`config.mk`:
```
export PLATFORM = sky130hd
export DESIGN_NAME = serpar_rx_flat
export DESIGN_NICKNAME = d
export VERILOG_FILES = /design/src/rtl/rg_pkg.sv /design/src/rtl/serpar_rx_if.sv /design/src/rtl/shiftpar_core.sv /design/src/rtl/serpar_rx.sv /design/src/flat_wrapper.sv
export SDC_FILE = /design/constraint.sdc
export NUM_CORES = 1
export LEC_CHECK = 0
export BUFFER_PORTS_ARGS = -buffer_cell sky130_fd_sc_hd__buf_2
export CELL_PAD_IN_SITES_DETAIL_PLACEMENT = 1
export CELL_PAD_IN_SITES_GLOBAL_PLACEMENT = 2
export CORE_MARGIN = 8
export CORE_UTILIZATION = 35
export DETAILED_ROUTE_END_ITERATION = 16
export PLACE_DENSITY_LB_ADDON = 0.1
export SLEW_MARGIN = 10
export SYNTH_ARGS = -nofsm -noshare
export SYNTH_HDL_FRONTEND = slang
export SYNTH_SLANG_ARGS = --single-unit
```
`constraint.sdc`:
```
create_clock -name clk -period 1.56 [get_ports clk]
set_input_delay 0.078 -clock clk [delete_from_list [all_inputs] [get_ports clk]]
set_output_delay 0.078 -clock clk [all_outputs]
set_load 0.02 [all_outputs]
```
`src/rtl/rg_pkg.sv`:
```
// rg_pkg: shared state encoding and frame geometry for the serial receiver
package rg_pkg;
   typedef enum logic [1:0] {IDLE = 2'd0, DATA = 2'd1, STOP = 2'd2} state_t;
   function automatic int frame_len(input int n);
      return n + 2;
   endfunction
endpackage

```
`src/rtl/serpar_rx_if.sv`:
```
// serpar_rx_if: serial line in, parallel word and status out
interface serpar_rx_if #(parameter int N = 4) ();
   logic         sin;
   logic         rd;
   logic [N-1:0] Q;
   logic         full;
   logic         vld;
   logic         ovr;
   logic         ferr;
   logic         busy;
   modport slave (input sin, rd, output Q, full, vld, ovr, ferr, busy);
   modport master (output sin, rd, input Q, full, vld, ovr, ferr, busy);
endinterface

```
`src/rtl/shiftpar_core.sv`:
```
// shiftpar_core: serial-in/parallel-out shift register, new bit enters at MSB
module shiftpar_core #(parameter int N = 4) (
   input  logic         clk,
   input  logic         rst_n,
   input  logic         clr,
   input  logic         en,
   input  logic         din,
   output logic [N-1:0] q
);
   // clear has priority so a fresh frame always starts from zero
   always_ff @(posedge clk or negedge rst_n)
      if (!rst_n) q <= '0;
      else q <= clr ? '0 : en ? {din, q[N-1:1]} : q;
endmodule

```
`src/rtl/serpar_rx.sv`:
```
// serpar_rx: framed serial receiver with holding register and status flags
module serpar_rx import rg_pkg::*; #(parameter int N = 4) (
   input logic         clk,
   input logic         R,
   serpar_rx_if.slave  bus
);
   localparam int CW = $clog2(frame_len(N) - 1);
   state_t        state, state_nx;
   logic [CW-1:0] cnt;
   logic [N-1:0]  sr, q;
   logic          full, vld, ovr, ferr;
   logic          start, shift, good;
   assign start = state == IDLE && !bus.sin;
   assign shift = state == DATA;
   assign good  = state == STOP && bus.sin;
   shiftpar_core #(.N(N)) u_sr (
      .clk(clk), .rst_n(R), .clr(start), .en(shift), .din(bus.sin), .q(sr)
   );
   // next state: a stop bit always returns to IDLE, good or bad
   always_comb begin
      state_nx = IDLE;
      if (state == IDLE) state_nx = bus.sin ? IDLE : DATA;
      else if (state == DATA) state_nx = (cnt == CW'(N - 1)) ? STOP : DATA;
   end
   // state register and saturating data-bit counter
   always_ff @(posedge clk or negedge R)
      if (!R) begin
         state <= IDLE;
         cnt   <= '0;
      end else begin
         state <= state_nx;
         cnt   <= start ? '0 : (shift && cnt != CW'(N)) ? cnt + 1'b1 : cnt;
      end
   // holding register and status; rd together with a good frame consumes the old word
   always_ff @(posedge clk or negedge R)
      if (!R) begin
         q    <= '0;
         full <= 1'b0;
         vld  <= 1'b0;
         ovr  <= 1'b0;
         ferr <= 1'b0;
      end else begin
         q    <= good ? sr : q;
         full <= good | (full & ~bus.rd);
         vld  <= good;
         ovr  <= ~bus.rd & (ovr | (good & full));
         ferr <= state == STOP && !bus.sin;
      end
   assign bus.Q    = q;
   assign bus.full = full;
   assign bus.vld  = vld;
   assign bus.ovr  = ovr;
   assign bus.ferr = ferr;
   assign bus.busy = state != IDLE;
endmodule

```
`src/flat_wrapper.sv`:
```
// flat-port wrapper written by rule: the top's interface ports become plain ports
module serpar_rx_flat import rg_pkg::*;
#(parameter int N = 4)
  (clk, R, bus_sin, bus_rd, bus_Q, bus_full, bus_vld, bus_ovr, bus_ferr, bus_busy);
  serpar_rx_if #(.N(N)) bus_i ();
  input logic clk;
  input logic R;
  input wire logic [$bits(bus_i.sin)-1:0] bus_sin;
  input wire logic [$bits(bus_i.rd)-1:0] bus_rd;
  output wire logic [$bits(bus_i.Q)-1:0] bus_Q;
  output wire logic [$bits(bus_i.full)-1:0] bus_full;
  output wire logic [$bits(bus_i.vld)-1:0] bus_vld;
  output wire logic [$bits(bus_i.ovr)-1:0] bus_ovr;
  output wire logic [$bits(bus_i.ferr)-1:0] bus_ferr;
  output wire logic [$bits(bus_i.busy)-1:0] bus_busy;
  assign bus_i.sin = bus_sin;
  assign bus_i.rd = bus_rd;
  assign bus_Q = bus_i.Q;
  assign bus_full = bus_i.full;
  assign bus_vld = bus_i.vld;
  assign bus_ovr = bus_i.ovr;
  assign bus_ferr = bus_i.ferr;
  assign bus_busy = bus_i.busy;
  serpar_rx #(.N(N)) u_core (.clk(clk), .R(R), .bus(bus_i));
endmodule
```
Yosys cells after proc, flatten, opt, wreduce, memory -nomap -nowiden:

Cells that the tools add are included.

* add/subtract/negate cells: 1
* equality and inequality tests: 4
* multiplexer cells: 8
* bitwise gates (word level): 6
* reduce and logical (&&, ||, !) cells: 9

Operators with widths (number)
* 2-to-1 mux 4 bit: 2
* 2-to-1 mux 2 bit: 3
* 2-to-1 mux 3 bit: 2
* nonzero test 2 bit: 3
* logical AND 1 bit: 4
* adder 3 x 1 -> 3 bit, second input constant: 1
* AND 1 bit: 3
* equality test 3 x 2 -> 1 bit, second input constant: 1
* != test 3 bit, second input constant: 1
* equality test 2 x 1 -> 1 bit, second input constant: 1
* equality test 2 bit, second input constant: 1
* zero test 2 bit: 1
* bitwise OR 1 bit: 2
* zero test 1 bit: 1
* 2-to-1 mux 1 bit: 1
* NOT 1 bit: 1

* register bits after elaboration: 17
* logic and storage cells: 36

Longest topological paths before layout:

Gate-level depths: netlist of run 1.

* depth in word-level cells: 5
* depth in mapped cells: 5
* gate-level depth less buffers: 5

Modules after synthesis:

Synthesis of run 1 repeated with hierarchy kept, for this count alone.

* cells, all modules: 61
* area, all modules: 760.7 um2

By module, submodules not included
* serpar_rx: instances 1, cells an instance 48, area an instance 600.6 um2, sequential area each 325.3 um2
* shiftpar_core: instances 1, cells an instance 13, area an instance 160.2 um2, sequential area each 100.1 um2

Worst setup path after synthesis of run 1:

Ideal clock, no wire load.

* kind: flip-flop to flip-flop
* from: reg u_core.cnt[0]
* to: reg u_core.cnt[2]
* library setup time: 0.121 ns
* arrival time: 1.071 ns
* slack: 0.368 ns
* stages on the path, launching flop included: 5
* path buffers: 0
* cells stage by stage: dfrtp_1 ha_1 ha_1 o21ai_0 a22o_1

* word-level cells in the longest chain between the ends: 3

Ends and longest elaborated chain
* start, declared: line serpar_rx.sv:9 `logic [CW-1:0] cnt;`
* start signal, assigned: line serpar_rx.sv:32 `cnt <= start ? '0 : (shift && cnt != CW'(N)) ? cnt + 1'b1 : cnt;`
* adder 3 x 1 -> 3 bit / != test 3 bit (equally long branches): line serpar_rx.sv:32
* 2-to-1 mux 3 bit / logical AND 1 bit (equally long branches): line serpar_rx.sv:32
* 2-to-1 mux 3 bit / nonzero test 2 bit (equally long branches)

Several ways; a longest one is shown, not always the timed one. The select of a mux whose other input is x is not followed.
A chain may end at the register's enable or synchronous reset.

Worst setup path in the final report of run 1:

* from: reg u_core.state[0]
* to: reg u_core.q[0] (netlist: u_core.bus.Q[0])

* word-level cells in the longest chain between the ends: 2

Ends and longest elaborated chain
* start, declared: line serpar_rx.sv:8 `state_t state, state_nx;`
* start signal, assigned: line serpar_rx.sv:31 `state <= state_nx;`
* equality test 2 bit: line serpar_rx.sv:15 `assign good = state == STOP && bus.sin;`
* logical AND 1 bit: line serpar_rx.sv:15
* end signal, assigned: line serpar_rx.sv:43 `q <= good ? sr : q;`
* end, declared: line serpar_rx.sv:10 `logic [N-1:0] sr, q;`

No other way between the ends.

==> results of run 1 <==
==> how the worst max path moves through the flow <==
stage / endpoint / start
detailed placement: u_core.bus.Q[2] / u_core.state[0]
global placement: u_core.bus.Q[0] / u_core.state[0]
global route: u_core.bus.Q[0] / u_core.state[0]
finish: u_core.bus.Q[0] / u_core.state[0]
CTS: u_core.bus.Q[0] / u_core.state[0]
floorplan: u_core.cnt[2] / u_core.cnt[0]
==> layer usage <==
layer | vias up | routed length, um
met1 | 246 | 638
met2 | 12 | 638
met5 | - | 0
met3 | 4 | 81
li1 | 228 | -
met4 | 0 | 33
==> through the flow <==
stage / area, um^2 / utilization [%] / worst slack, ns / cells / power, uW
CTS: 859.6 / 44.27 / 0.1756 / 99 / 1592
global placement: 802.0 / 41.30 / 0.2298 / 92 / 1331
global route: 859.6 / 44.27 / 0.1127 / 99 / 1689
detailed placement: 802.0 / 41.30 / 0.2042 / 92 / 1348
finish: 859.6 / 44.27 / 0.1956 / 99 / 1568
floorplan: 716.9 / - / 0.3683 / 54 / 1156
==> repair_timing <==
item / in CTS / in global routing
hold buffers: 3 / 0
endpoints found under the hold margin: 19 / 0
endpoints found under the setup margin: 0 / 0
resized for setup: 0 / 0
==> layout by cell type, fill, tap and decap left out <==
cell type,n
clkinv_2,1
o22a_1,1
o2bb2ai_1,1
a21oi_1,3
a22o_1,5
a21o_1,2
and3b_1,1
inv_1,5
clkbuf_4,3
dfrtp_1,17
and2_1,1
or2_2,1
nor3b_1,1
buf_4,1
dlygate4sd3_1,3
ha_1,3
a2bb2oi_1,1
nand2_1,1
nor2_1,2
o21ai_0,2
a211o_1,1
mux2_4,4
buf_2,12
==> kinds of logic after synthesis <==
logic type	synth area share, %
and+or+nand+nor	5.586
muxes	8.377
adders and majority gates	5.236
buffers and inverters	4.886
DFF	59.34
AOI/OAI and AO/OA	16.58
==> registers in the layout (all words and copies together) (netlist names) <==
name / count
u_core.bus.ferr: 1
u_core.u_sr.q: 4
u_core.bus.vld: 1
u_core.bus.Q: 4
u_core.cnt: 3
u_core.state: 2
u_core.bus.ovr: 1
u_core.bus.full: 1
==> worst max-delay path: stages (launching register included) <==
cell	delay, ns
dfrtp_1	0.46
and3b_1	0.46
mux2_4	0.33
==> synth_stat cells, drive strengths merged (2+ instances only) <==
| library cell | count | area (um^2) |
|---|---|---|
| a21o | 2 | 15.01 |
| a21oi | 3 | 15.01 |
| a22o | 5 | 43.79 |
| dfrtp | 17 | 425.4 |
| ha | 3 | 37.54 |
| inv | 5 | 18.77 |
| mux2 | 4 | 60.06 |
| nor2 | 2 | 7.510 |
| o21ai | 2 | 10.01 |
==> cell type report <==
class	count	area [um^2]	share of cell area, %
sequential	17	425.4	49.49
multi-input combinational	30	256.5	29.84
timing repair buffer	16	97.59	11.35
tap	27	33.78	3.930
clock buffer	3	22.52	2.620
inverter	5	18.77	2.183
clock inverter	1	5.005	0.5822
==> power by group through the flow <==
stage / clock, uW / combinational [uW] / sequential [uW]
floorplan: 0 / 411 / 745
global placement: 0 / 610 / 721
detailed placement: 0 / 623 / 725
CTS: 246 / 630 / 716
global route: 265 / 683 / 741
finish: 238 / 618 / 711
==> impl_metrics.yaml, run 1 <==
run_status:
  status: "finished, final reports clean"
floorplan:
  fp.dieW_um: 61.26
  die_height_um: 61.26
  ioPinCount: 13
  rows: 16
  start_util_pct: 36.92
  die_area_um2: 3753
  core_um2: 1942
worst_setup_path:
  start_kind: "flip-flop"
  path_max_fanout: 7
  cp-end-kind: "flip-flop"
  r2r_end: "u_core.bus.Q[0]"
  ff2ff_setup_slack_ns: 0.20
  crit_type: "reg2reg"
  critPathArrivalTime_ns: 1.55
  reg2regPathDepth: 2
  reg2reg_from: "u_core.state[0]"
  cp.required_ns: 1.74
power:
  p_int_uw: 994.5
  clkPwrFrac_pct: 15.2
  leakage_uw: 0.0004712
  ir_drop_v: 0.0007319
  seqPwrFrac_pct: 45.4
  combinationalPowerShare_pct: 39.4
  p_switching_uw: 573.4
  power_density_nw_per_um2: 1824
  swShare_pct: 36.57
job:
  maxCapViolCount: 0
sta:
  maxSlewViolCount: 0
  slew-limit-headroom_pct: 75.10
  whs_ns: 0.2231
  min_period_over_period_pct: 87.46
  final-setup-viol-count: 0
  final-hold-violation-count: 0
  tightest_slew_ns: 0.3734
  fin_setup_tns_ns: 0
  max_freq_mhz: 732.9
  fin_crit_ns: 1.364
  rsz0062_at_grt: "false"
  skew_ns: 0.009907
global_routing:
  grt.overflow.total: 0
  top_usage_layer: "met2"
  grt_max_degree: 18
  grt_pass1_vias: 521
  grt_use_total_pct: 8.526
  grtUsageMet1_pct: 10.00
  antenna_found_initial: 0
  grt_pass1_wl_mm: 2.325
  gr-usage-met2_pct: 13.13
  grt_use_met3_pct: 2.923
route:
  drt_iter0_drc: 1
  drtPass1Iterations: 2
  vias: 490
  routedWlPerCell_um: 14.06
  via_per_inst: 4.949
  ant_nets: 0
  drcViolationCount: 0
  wirelength_mm: 1.392
logic_synthesis:
  ys.warnings.count: 0
  yosysSeqAreaShare_pct: 59.34
  synth_area_um2: 716.9
  syn_inst: 54
  synthesis.nets: 61
  synth_edf_count: 0
  synth_seq_cells: 17
  synth_top_flop_cell: "dfrtp_1"
  syn-mean-instance-area_um2: 13.28
  synthDistinctLibCells: 20
  ys_async_sr_fraction_pct: 100.0
cells_and_area:
  nFillCells: 223
  final_layout_size_suffix_gt1_share_pct: 30.56
  antenna_cells: 0
  area_growth_pct: 19.90
  fin_nets: 80
worst_hold_path:
  hold_class: "in2async"
clock_network:
  post_cts_buffers: 0
  cts_tree: "yes"
  cts_max_path_buffers: 2
  htreeDepth: 1
  clkTransAtPathRegs_ns: 0.11
  clk-insertion-delay-late_ns: 0.29
  ctsRootBufferMaster: "clkbuf_4"
  cts_buffers: 3
  clock_sinks: 17
placed_design:
  hpwl_mm: 1.058
  io_buffers: 12
  gp_congestion: 0.7104
Power figures use the tool's default switching activity.
==> inputs of run 2 (changes only) <==
SYNTH_HIERARCHICAL = 1   (was default)
==> run 2 against run 1 <==
Final cell count rose by 6.1%. Register-to-register slack got worse by 0.05 ns. Sequential share of layout area fell by 1.6 points. Via count rose by 1.0%. Die area rose by 4.5%. Setup slack got worse by 0.048 ns. Utilization fell by 2.5 points. First-iteration DRC count rose to 5.0 times the previous value. Combinational power rose by 9.5%. Routed wire length rose by 4.2%. Flip-flop and latch count did not move. Highest routed layer unchanged.
==> impl_metrics.yaml, run 2 <==
route:
  wirelength_mm: 1.451
  routedWlPerCell_um: 13.82
  met1_length_um: 675
  met2_length_um: 638
  drt_iter0_drc: 5
  vias: 495
  met3_length_um: 83
  via_per_inst: 4.714
  ant_nets: 0
  top_layer_used: "met4"
  drtPass1Iterations: 4
  drcViolationCount: 0
worst_setup_path:
  crit_path_end: "u_core/bus.Q[2]"
  reg2regPathDepth: 2
  cp-end-kind: "flip-flop"
  reg2reg_from: "u_core/state[0]"
  crit_start: "u_core/state[0]"
  r2r_end: "u_core/bus.Q[2]"
  crit_type: "reg2reg"
  critPathArrivalTime_ns: 1.59
  path_max_fanout: 9
  cp.required_ns: 1.74
  ff2ff_setup_slack_ns: 0.15
  start_kind: "flip-flop"
placed_design:
  io_buffers: 12
  dp.cells: 98
  gp_congestion: 0.6758
  hpwl_mm: 1.065
logic_synthesis:
  synth_area_leader_cell: "dfrtp_1"
  synthTopCellsByArea: "dfrtp_1, mux2_4, mux2i_1"
  syn_inst: 61
  synth_edf_count: 0
  ys_async_sr_fraction_pct: 100.0
  synth_top_area_share_pct: 55.92
  ys.warnings.count: 6
  syn-mean-instance-area_um2: 12.47
  netlist_top_cells_count: "dfrtp_1, nor2_1, inv_1, mux2_4, mux2i_1"
  synthesis.nets: 68
  synthDistinctLibCells: 21
  synth_area_um2: 760.7
  synth.most_common_cell: "dfrtp_1"
  synth_top_flop_cell: "dfrtp_1"
  synth_seq_cells: 17
  yosysSeqAreaShare_pct: 55.92
floorplan:
  start_util_pct: 35.76
  fp.dieW_um: 62.62
  rows: 17
  die_area_um2: 3921
  ioPinCount: 13
  core_um2: 2127
  die_height_um: 62.62
sta:
  final-hold-violation-count: 0
  fin_crit_ns: 1.412
  fin_setup_tns_ns: 0
  tightest_slew_ns: 0.4423
  skew_ns: 0.002537
  final-setup-viol-count: 0
  rsz0062_at_grt: "false"
  max_freq_mhz: 708.2
  min_period_over_period_pct: 90.52
  slew-limit-headroom_pct: 70.29
  whs_ns: 0.2441
  maxSlewViolCount: 0
clock_network:
  cts_buffers: 3
  clk-insertion-delay-late_ns: 0.28
  ctsResizeCount: 0
  cts_tree: "yes"
  ctsRootBufferMaster: "clkbuf_4"
  htreeDepth: 1
  clock_sinks: 17
  clkTransAtPathRegs_ns: 0.10
  post_cts_buffers: 0
  ctsHoldBuffers: 3
  cts_max_path_buffers: 2
power:
  power_density_nw_per_um2: 1863
  leakage_uw: 0.0004961
  power_uw: 1655
  ir_drop_v: 0.0006526
cells_and_area:
  regArea_um2: 425.4
  antenna_cells: 0
  layout_commonest_cell: "dfrtp_1"
  stdcell_count: 105
  final_layout_size_suffix_gt1_share_pct: 29.87
  multi_input_area_um2: 284.0
  nFillCells: 244
  area_growth_pct: 16.78
  layout_common_cells: "dfrtp_1, buf_2, nor2_1"
  fin_nets: 85
worst_hold_path:
  hold_class: "in2async"
global_routing:
  grt_max_degree: 18
  antenna_found_initial: 0
  grt.overflow.total: 0
  grt_pass1_vias: 536
  grt_pass1_wl_mm: 2.546
  grt_use_total_pct: 8.053
run_status:
  status: "finished, final reports clean"
job:
  maxCapViolCount: 0
run 2: worst min-delay path by stage:
stage,start,endpoint,slack [ns],depth (start not counted)
global route,R,u_core/bus.Q[3],0.26,2
finish,R,u_core/cnt[2],0.24,2
CTS,R,u_core/bus.Q[3],0.23,2
global placement,R,u_core/bus.ovr,0.02,1
detailed placement,R,u_core/bus.ovr,0.02,1
floorplan,R,u_core/bus.Q[0],-0.22,0
run 2: final cells by class:
type | count | area share, %
Sequential cell | 17 | 47.89
Multi-Input combinational cell | 35 | 31.97
Timing Repair Buffer | 16 | 10.99
Tap cell | 28 | 3.944
Clock buffer | 3 | 2.535
Inverter | 5 | 2.113
Clock inverter | 1 | 0.5634
run 2: logic make-up after synthesis:
logic type	after synthesis	share of synthesized area, %
adders and majority gates	3	4.935
DFF	17	55.92
AOI/OAI and AO/OA	12	11.35
and+or+nand+nor	12	7.895
buffers and inverters	9	6.744
muxes	8	13.16
run 2: report_power, final:
part	leakage, uW	total (uW)	switching (uW)	internal (uW)
combinational	0.000262	677	324	353
clock	0.0000177	230	135	95.1
sequential	0.000216	749	147	601
total	0.000496	1660	606	1050
run 2: worst max-delay path, stage by stage, from the launching register on:
cell and delay [ns]:
dfrtp_1 0.49, and3b_1 0.48, mux2_4 0.33
run 2: stage by stage:
step,setup slack (ns),util (%),area (um^2)
3_3_place_gp,0.1632,39.06,830.8
5_1_grt,0.1077,41.76,888.4
3_5_place_dp,0.1629,39.06,830.8
2_1_floorplan,0.3061,-,760.7
4_1_cts,0.1540,41.76,888.4
6_report,0.1479,41.76,888.4
run 2: layer usage:
metal  vias up  GRT usage, %
met1       239         8.709
li1        238             -
met2        14         12.68
met4         0         6.838
met5         -             0
met3         4         2.330
